### src/rtl/dm_store_buffer.sv
// Posted-write store buffer between the M-stage byte-enable logic and the
// data-memory bus. Ports: store in_*, load probe ld_*, stall, memory m_*, count/empty.
module dm_store_buffer #(
    parameter int DEPTH = 4,
    parameter int CW    = 3
) (
    input  logic          clk,
    input  logic          rst_n,
    input  logic [31:0]   in_addr,
    input  logic [31:0]   in_wdata,
    input  logic [3:0]    in_byteen,
    input  logic          ld_req,
    input  logic [31:0]   ld_addr,
    output logic          stall,
    output logic          m_valid,
    output logic [31:0]   m_addr,
    output logic [31:0]   m_wdata,
    output logic [3:0]    m_byteen,
    input  logic          m_ready,
    output logic [CW-1:0] count,
    output logic          empty
);

    localparam int IW = CW - 1;

    typedef struct packed {
        logic [29:0] addr;
        logic [31:0] data;
        logic [3:0]  be;
    } sb_entry_t;

    sb_entry_t         mem [DEPTH];
    sb_entry_t         head;
    logic [CW-1:0]     wr_ptr;
    logic [CW-1:0]     rd_ptr;
    logic [IW-1:0]     wr_idx;
    logic [IW-1:0]     rd_idx;
    logic [DEPTH-1:0]  hit_vec;
    logic              full;
    logic              push_req;
    logic              push;
    logic              pop;
    logic              ld_hit;

    assign wr_idx   = wr_ptr[IW-1:0];
    assign rd_idx   = rd_ptr[IW-1:0];
    assign full     = (count == CW'(DEPTH));
    assign empty    = (count == '0);
    assign push_req = |in_byteen;
    assign pop      = m_valid && m_ready;
    assign push     = push_req && !full && !ld_hit;

    // An entry is occupied when its distance from the head is below count.
    for (genvar g = 0; g < DEPTH; g++) begin : g_hit
        logic [IW-1:0] off;
        assign off        = IW'(g) - rd_idx;
        assign hit_vec[g] = ({1'b0, off} < count)
                          && (mem[g].addr == ld_addr[31:2]);
    end

    assign ld_hit = ld_req && |hit_vec;
    assign stall  = (push_req && full) || ld_hit;

    assign head     = mem[rd_idx];
    assign m_valid  = !empty;
    assign m_addr   = {head.addr, 2'b00};
    assign m_wdata  = head.data;
    assign m_byteen = m_valid ? head.be : 4'b0000;

    always_ff @(posedge clk) begin
        if (push) begin
            mem[wr_idx] <= '{addr: in_addr[31:2],
                             data: in_wdata,
                             be:   in_byteen};
        end
    end

    always_ff @(posedge clk or negedge rst_n) begin
        if (!rst_n) begin
            wr_ptr <= '0;
            rd_ptr <= '0;
            count  <= '0;
        end else begin
            if (push) wr_ptr <= wr_ptr + CW'(1);
            if (pop)  rd_ptr <= rd_ptr + CW'(1);
            unique case ({push, pop})
                2'b10:   count <= count + CW'(1);
                2'b01:   count <= count - CW'(1);
                default: count <= count;
            endcase
        end
    end

endmodule

### config.mk
export PLATFORM = sky130hd
export DESIGN_NAME = dm_store_buffer
export DESIGN_NICKNAME = d
export VERILOG_FILES = /design/src/rtl/dm_store_buffer.sv
export SDC_FILE = /design/constraint.sdc
export NUM_CORES = 1
export LEC_CHECK = 0
export BUFFER_PORTS_ARGS = -buffer_cell sky130_fd_sc_hd__buf_4
export CAP_MARGIN = 20
export CORE_ASPECT_RATIO = 0.75
export CORE_MARGIN = 2
export CORE_UTILIZATION = 55
export DETAILED_ROUTE_END_ITERATION = 16
export PLACE_DENSITY_LB_ADDON = 0.15
export SLEW_MARGIN = 15
export SYNTH_ARGS = -nofsm -noshare
export SYNTH_HDL_FRONTEND = slang
export SYNTH_SLANG_ARGS = --single-unit
export TNS_END_PERCENT = 1
### constraint.sdc
create_clock -name clk -period 6.9 [get_ports clk]
set_input_delay 0.345 -clock clk [delete_from_list [all_inputs] [get_ports clk]]
set_output_delay 0.345 -clock clk [all_outputs]
set_load 0.02 [all_outputs]
**After elaboration in Yosys (flattened, before gate mapping)**

Memories as Yosys holds them, arrays and structs flattened.
Cells that the tools add are included.

- Add/subtract/negate cells: 8
- $mul: 0
- Div/mod/pow operators: 0
- $lt $le $gt $ge: 4
- Equal/unequal tests: 7
- Shifts and indexed selects: 0
- Muxes and demuxes: 4
- Bitwise gates (word level): 0
- Reduce and logical (&&, ||, !) cells: 17

Operators with widths:

| cell | count |
|---|---|
| $eq 30x30->1 | 4 |
| $lt 2x3->1 | 4 |
| $add 3x1->3 const B | 3 |
| $logic_and 1x1->1 | 9 |
| $reduce_or 4->1 | 2 |
| $pmux 3 s2 | 1 |
| $mux 4 | 1 |
| $sub 1x2->2 const A | 2 |
| $sub 2x2->2 const A | 2 |
| $eq 3x3->1 const B | 1 |
| $logic_not 1->1 | 3 |
| $logic_not 3->1 | 1 |
| $sub 3x1->3 const B | 1 |
| $eq 2x1->1 const B | 1 |
| $eq 2x2->1 const B | 1 |
| $mux 1 | 2 |
| $reduce_bool 2->1 | 1 |
| $logic_or 1x1->1 | 1 |

- Register bits after elaboration: 9
- Latch bits: 0
- Memory bits (writable): 264
- Bits in read-only memories: 0
- Input bits: 104
- Output and inout bits: 74
- Word-level logic and storage cells: 44
- Memories kept: 1

Memories:

| memory | words | width | rd ports | clocked after memory_dff | write ports | line | text |
|---|---|---|---|---|---|---|---|
| mem | 4 | 66 | 5 | 0 | 1 | 32 | `sb_entry_t mem [DEPTH];` |

**Longest topological paths before layout**

Gate-level depths: netlist (run 1).

- Depth in word-level cells: 9
- Depth in mapped cells: 18

**Worst setup path after synthesis (run 1)**

OpenSTA, ideal clock, no wires.

- Path type: register to register
- From: register rd_ptr[0]
- To: memory mem[0][0] (netlist name) (enable)
- Library setup time: 0.483 ns
- Arrival: 5.115 ns
- Required time: 6.417 ns
- Setup slack: 1.302 ns
- Stages on the path, launching flop included: 12
- Buffers on the path: 4
- Period minus slack after synthesis: 5.598 ns
- Cells stage by stage: dfrtp_1 > buf_2 > buf_2 > buf_2 > xor2_1 > ha_1 > inv_1 > o2111ai_1 > a2111oi_2 > or4_1 > buf_6 > a211oi_2

- Word-level cells in the longest chain between the ends: 9
- Elaborated cells on any way between the ends: 18

Ends and longest elaborated chain:

| element | line | text |
|---|---|---|
| start: declaration | 35 | `logic [CW-1:0] rd_ptr;` |
| start signal: assignment | 85 | `if (pop) rd_ptr <= rd_ptr + CW'(1);` |
| $sub 1x2->2 or $sub 2x2->2 (tied branches) | 56 | `assign off = IW'(g) - rd_idx;` |
| $lt 2x3->1 | 57 | `assign hit_vec[g] = ({1'b0, off} < count)` |
| $logic_and 1x1->1 | 58 | `&& (mem[g].addr == ld_addr[31:2]);` |
| $reduce_or 4->1 (*) | 61 | `assign ld_hit = ld_req && \|hit_vec;` |
| $logic_and 1x1->1 (*) | 61 |  |
| $logic_not 1->1 (*) | 51 | `assign push = push_req && !full && !ld_hit;` |
| $logic_and 1x1->1 (*) | 51 |  |
| $mux 1 (*) | 71 | `if (push) begin` |
| $mux 1 (not written as such) (*) | 72 | `mem[wr_idx] <= '{addr: in_addr[31:2],` |
| end: declaration | 32 |  |

Mark *: on every way between the ends. The rest lies on a longest branch, timed or not.

**Worst setup path in the final report (run 1)**

- From: register rd_ptr[0]
- To: memory mem[2][58] (netlist name) (enable)

Same word-level chain as after synthesis.

==> qor.txt, run 1 <==
Crit-path cells -> buf_4 -> inv_2 -> a21oi_2 -> a2111oi_2 -> or4_1 -> a211oi_4 -> buf_12
Synth top area share -> 0.6853
Largest area contributor in the netlist -> edfxtp_1
FF+latch count, synth -> 271
RSZ-0062 raised after global routing -> no
Htree depth -> 1
Worst min-delay path category -> in2reg
Routed vias/inst -> 5.658
First-pass GRT wire length -> 37.21 mm
Post-Syn Area -> 0.01157 mm2
Dpl hpwl -> 16.96 mm
Post-CTS sizing -> 0
Buffers plus inverters on the worst setup path -> 3
Die area -> 0.02222 mm2
Number of cell rows -> 45
Element type at the critical path end -> register
Worst Path Max Fanout -> 50
Clock Tree Buf Depth -> 3
Starting Density -> 0.5660
Clk Tree Root Cell -> clkbuf_16
Overall routing resource usage -> 0.2307
Crit path DAT -> 4920 ps
Final hold vios -> 0
Die Height -> 129.6 um
Critical path's slowest cell -> a211oi_4
Wire length per cell -> 23.10 um
Share of layout cells above drive strength 1 -> 0.3758
Worst-Margin Slew -> 1022 ps
Port Buffer Count -> 171
Clock Skew -> 11.66 ps
XOR/XNOR Fraction of Synth Area -> 0.09540
Die width -> 171.5 um
P per Cell Area -> 482.0 mW/mm2
Area grow syn2layout -> 21.72%
Synth warn -> 0
Length of the first detailed-routing pass in iterations -> 5
Synth top area cells -> edfxtp_1, mux4_2, xor2_1
Starting DRT DRC Count -> 625
Nets -> 895
Via count -> 6128
CP Class -> reg2reg
Pre-CTS setup slack -> 2071 ps
RePlAce Congestion -> 0.8431
Fin. max-slew vios -> 0
Routed WL -> 25.02 mm
Vias in the first global route -> 6226
Core ar. -> 0.02044 mm2
Tmin final -> 4733 ps
Antenna diodes -> 0
Sequential area share after synthesis -> 0.7005
CP required -> 7090 ps
Critical Path Start Type -> register
Syn Inst Count -> 592
Crit share post-route -> 0.6860
Avg Cell Area, Syn -> 19.54 um2
Largest family of logic cells by synthesized area -> multiplexers
Clock transition at path regs -> 70 ps
Setup TNS -> 0 ps
Fmax achieved -> 211.3 MHz
P_leak -> 0.005024 uW
Post-synthesis mux area share -> 0.1285
Adder-cell share of the synthesized area -> 0.01147
Clk_lat worst skew -> 530 ps
Crit path setup slack, layout -> 2167 ps
Max incr delay on CP -> 970 ps
Largest net degree at the start of global routing -> 54
Max-Cap Viols -> 0
Rel. slew slack -> 0.3166
Overflow after GRT -> 0
Max VDD drop -> 0.0002550 V
Total CTS buffers -> 26
Final setup violation count -> 0
Clock sink count -> 271
Simple-gate area share of the yosys netlist -> 0.02769
Post-synth cell types -> 36
CTS tree -> built
IO Pins -> 178
Compound-Gate Fraction of Synth Area -> 0.02098
Initial antenna violation count -> 1
# DRC -> 0
CP delay by family, top -> compound AO/OA/AOI/OAI gates
ANT nets after route -> 0
Fillers -> 1315
Status -> completed
-- cells in the final DEF (no fill, tap or decap), types with 7 or more instances in the layout --
master     count
and2_1         7
inv_1         17
mux4_2        66
edfxtp_1     264
nor4_1        24
clkbuf_16     27
xor2_1       111
clkinv_2      12
buf_4        177
ha_1           9
xnor2_1       15
-- registers in the layout, summed over array words and instances, names as in the netlist --
name,count
count,3
wr_ptr,2
rd_ptr,2
mem,264
-- cell usage after synthesis, drive strengths merged --
cell	number
buf	12
edfxtp	264
or4	2
nand4	4
a2111oi	4
a211oi	4
fa	1
nand3	5
o41ai	2
o211ai	1
nand2	4
clkbuf	10
o2111ai	4
and2	7
nor3	5
ha	9
dfrtp	7
conb	1
xnor2	15
xor2	111
nor3b	1
o311ai	1
o21ai	1
a32o	1
nor2	2
a21oi	4
mux4	66
inv	18
a21o	1
nor4	24
or3	1
-- metal layers --
metal | GRT usage | vias up | wire, um
li1 | - | 2732 | -
met1 | 0.3514 | 3110 | 10920
met2 | 0.3430 | 247 | 11360
met3 | 0.05773 | 37 | 2252
met4 | 0.05035 | 2 | 474
met5 | 0 | - | 13
-- where the power goes --
group / switching, uW / leakage (uW) / internal (uW)
Sequential: 318 / 0.00254 / 2470
Clock: 591 / 0.000416 / 785
Combinational: 1470 / 0.00207 / 1160
-- through the flow --
stage               hold WS, ps  cell area (um2)  instances  utilization  total power (uW)
floorplan                 49.41            11570        593            -              4409
global placement          160.5            13220       1032       0.6468              5421
detailed placement        164.0            13220       1032       0.6468              5473
CTS                      0.4728            14080       1083       0.6889              6859
global route             0.4683            14080       1083       0.6889              7101
finish                    20.14            14080       1083       0.6889              6787
-- repair_timing --
item / CTS / global route
endpoints found under the hold margin: 14 / 0
hold buffers: 3 / 0
setup buffers: 0 / 0
-- final cells by class --
| class | count | area (um2) | share of cell area |
|---|---|---|---|
| multi-input combinational | 282 | 3323 | 0.2360 |
| timing repair buffer | 182 | 1399 | 0.09935 |
| inverter | 18 | 67.56 | 0.004799 |
| tap | 282 | 352.8 | 0.02506 |
| sequential | 271 | 8108 | 0.5758 |
| clock buffer | 28 | 679.4 | 0.04825 |
| clock inverter | 20 | 150.1 | 0.01066 |
-- cell families (layout without fill, tap and decap cells) --
family	count (synthesis)	count (layout)
flip-flops	271	271
XOR/XNOR	126	126
multiplexers	66	66
AND/OR/NAND/NOR	55	55
buffers and inverters	40	248
AO/OA/AOI/OAI	23	23
adder cells (fa/ha/maj)	10	10
other	1	2
-- path summary, 6_finish.rpt --
path	startpoint	to	slack (ps)	cells after the start
worst max-delay path	rd_ptr[0]	mem[2][58]	2170	7
worst min-delay path	in_addr[19]	mem[0][53]	20	1
worst max register to register	rd_ptr[0]	mem[2][58]	2170	7
worst min register to register	count[1]	count[1]	600	2
max in group asynchronous	rst_n	rd_ptr[1]	6590	2
min in group asynchronous	rst_n	wr_ptr[0]	170	2
Power figures use the tool's default switching activity.
==> inputs of run 2 (changes only) <==
clock period = 4.9 ns   (was 6.9 ns; I/O delays follow)
==> run 2 against run 1 <==
Cell count grew 6.2%. Clock skew shrank 2.0 ps. Clock power grew 44%. Utilization grew 3.4 points. Via count grew 6.0%. Global-route usage grew 0.79 points. Hold slack gained 49 ps. Critical endpoint is now count[2].
==> qor.txt, run 2 (same netlist as run 1, synthesis figures left out) <==
P per Cell Area -> 656.1 mW/mm2 (was 482.0 mW/mm2)
Reg area -> 0.008108 mm2 (unchanged)
Clock sink count -> 271 (unchanged)
Max reg flops -> 264 (unchanged)
Crit path DAT -> 4340 ps (was 4920 ps)
ANT nets after route -> 0 (unchanged)
Die area -> 0.02222 mm2 (unchanged)
Starting DRT DRC Count -> 594 (was 625)
Worst Path Max Fanout -> 8 (was 50)
Max incr delay on CP -> 580 ps (was 970 ps)
Most frequent cells in the layout -> edfxtp_1, buf_4, xor2_1 (unchanged)
Element type at the critical path end -> register (unchanged)
Overall routing resource usage -> 0.2386 (was 0.2307)
CP required -> 5340 ps (was 7090 ps)
First-pass GRT wire length -> 38.60 mm (was 37.21 mm)
CP Class -> reg2reg (unchanged)
Largest regs -> mem (264), count (3) (unchanged)
Critical Path Start Type -> register (unchanged)
IO Pins -> 178 (unchanged)
Placed cells -> 1035 (was 1032)
Post-CTS Repair Setup Buffers -> 0 (unchanged)
Die Height -> 129.6 um (unchanged)
Total CTS buffers -> 26 (unchanged)
Final hold vios -> 0 (unchanged)
Clk Tree Root Cell -> clkbuf_16 (unchanged)
Nets -> 963 (was 895)
P_leak -> 0.005324 uW (was 0.005024 uW)
Wire length per cell -> 22.61 um (was 23.10 um)
Most flops, register -> mem (unchanged)
Starting Density -> 0.5660 (unchanged)
Fin. max-slew vios -> 0 (unchanged)
Via count -> 6494 (was 6128)
RSZ-0062 raised after global routing -> no (unchanged)
Rel. slew slack -> 0.5388 (was 0.3166)
Largest net degree at the start of global routing -> 49 (was 54)
Overflow after GRT -> 0 (unchanged)
Core ar. -> 0.02044 mm2 (unchanged)
Routed WL -> 26.00 mm (was 25.02 mm)
Dpl hpwl -> 17.28 mm (was 16.96 mm)
Port Buffer Count -> 171 (unchanged)
Final setup violation count -> 0 (unchanged)
CTS tree -> built (unchanged)
CP delay by family, top -> simple AND/OR/NAND/NOR gates (was compound AO/OA/AOI/OAI gates)
Initial antenna violation count -> 0 (was 1)
Pre-CTS setup slack -> 1108 ps (was 2071 ps)
RePlAce Congestion -> 0.8656 (was 0.8431)
Fillers -> 1259 (was 1315)
Non-filler cells, final -> 1150 (was 1083)
Max-Cap Viols -> 0 (unchanged)
Critical path's slowest cell -> or4_1 (was a211oi_4)
Length of the first detailed-routing pass in iterations -> 5 (unchanged)
Number of cell rows -> 45 (unchanged)
Fmax achieved -> 256.5 MHz (was 211.3 MHz)
Htree depth -> 1 (unchanged)
Worst-Margin Slew -> 691.8 ps (was 1022 ps)
Routed vias/inst -> 5.647 (was 5.658)
Clk_lat worst skew -> 520 ps (was 530 ps)
Cell mode on critical path -> xor2_1
Area of the multi-input gates -> 0.003323 mm2 (unchanged)
Share of layout cells above drive strength 1 -> 0.3479 (was 0.3758)
# DRC -> 0 (unchanged)
Clock transition at path regs -> 70 ps (about the same)
Crit path setup slack, layout -> 1001 ps (was 2167 ps)
Crit-path cells -> xor2_1 -> nor4_1 -> nand4_1 -> a2111oi_2 -> or4_1 -> a21o_1 -> ha_1 -> inv_1 -> fa_1 -> xor2_1 -> nor2_1 -> xor2_1 (was buf_4 -> inv_2 -> a21oi_2 -> a2111oi_2 -> or4_1 -> a211oi_4 -> buf_12)
Most common cell after layout, fill and taps aside -> edfxtp_1 (unchanged)
Fin Hold WS -> 69.07 ps (was 20.14 ps)
Status -> completed (unchanged)
Vias in the first global route -> 6644 (was 6226)
Antenna diodes -> 0 (unchanged)
Area grow syn2layout -> 27.79% (was 21.72%)
Die width -> 171.5 um (unchanged)
Clock Tree Buf Depth -> 3 (unchanged)
Clock Skew -> 9.700 ps (was 11.66 ps)
Worst min-delay path category -> in2async (was in2reg)
Crit share post-route -> 0.7957 (was 0.6860)
Tmin final -> 3899 ps (was 4733 ps)
Max VDD drop -> 0.0004519 V (was 0.0002550 V)
Buffers plus inverters on the worst setup path -> 1 (was 3)
## run 2: area by class of cell
cell class,instances,share of cell area
Multi-Input combinational cell,282,0.2248
Clock inverter,16,0.01100
Clock buffer,31,0.04672
Timing Repair Buffer,250,0.1405
Sequential cell,271,0.5485
Inverter,18,0.004571
Tap cell,282,0.02387
## run 2: layer usage
metal / routed length, um / track usage / share of wire / up-vias
met5: 0 / 0 / 0 / -
met4: 424 / 0.04586 / 0.016 / 0
met3: 2360 / 0.05956 / 0.091 / 32
met2: 12290 / 0.3749 / 0.47 / 271
met1: 10930 / 0.3476 / 0.42 / 3321
li1: - / - / - / 2870
## run 2: what timing repair did
| action | 4_1_cts | 5_1_grt |
|---|---|---|
| resized for setup | 0 | 0 |
| endpoints found under the hold margin | 271 | 0 |
| hold buffers | 67 | 0 |
## run 2: worst register-to-register path, stage by stage, from the launching register on
cell and delay [ps]:
edfxtp_1 400, xor2_1 250, nor4_1 550, nand4_1 220, a2111oi_2 570, or4_1 580
a21o_1 210, ha_1 180, inv_1 60, fa_1 380, xor2_1 150, nor2_1 110
xor2_1 160
## run 2: final timing paths
| check | endpoint | slack, ps | depth (start not counted) | from |
|---|---|---|---|---|
| worst max-delay path | count[2] | 1000 | 12 | mem[2][50] |
| worst min-delay path | wr_ptr[1] | 70 | 2 | rst_n |
| worst max register to register | count[2] | 1000 | 12 | mem[2][50] |
| worst min register to register | count[1] | 580 | 2 | count[1] |
| max in group asynchronous | rd_ptr[0] | 4700 | 2 | rst_n |
| min in group clk | rd_ptr[0] | 100 | 3 | m_ready |
## run 2: where the power goes
group | internal, uW | leakage, uW | total, uW | switching (uW)
sequential | 3480 | 0.00254 | 3850 | 372
combinational | 1680 | 0.00236 | 3860 | 2180
clock | 1170 | 0.000425 | 1990 | 820
## run 2: per-stage QoR
stage / TNS [ps] / power [uW] / cell area [um2] / util
floorplan: -184290 / 6209 / 11570 / -
global placement: 0 / 7638 / 13230 / 0.6473
detailed placement: 0 / 7723 / 13230 / 0.6473
CTS: 0 / 9766 / 14750 / 0.7219
global route: 0 / 10150 / 14780 / 0.7232
finish: 0 / 9698 / 14780 / 0.7232
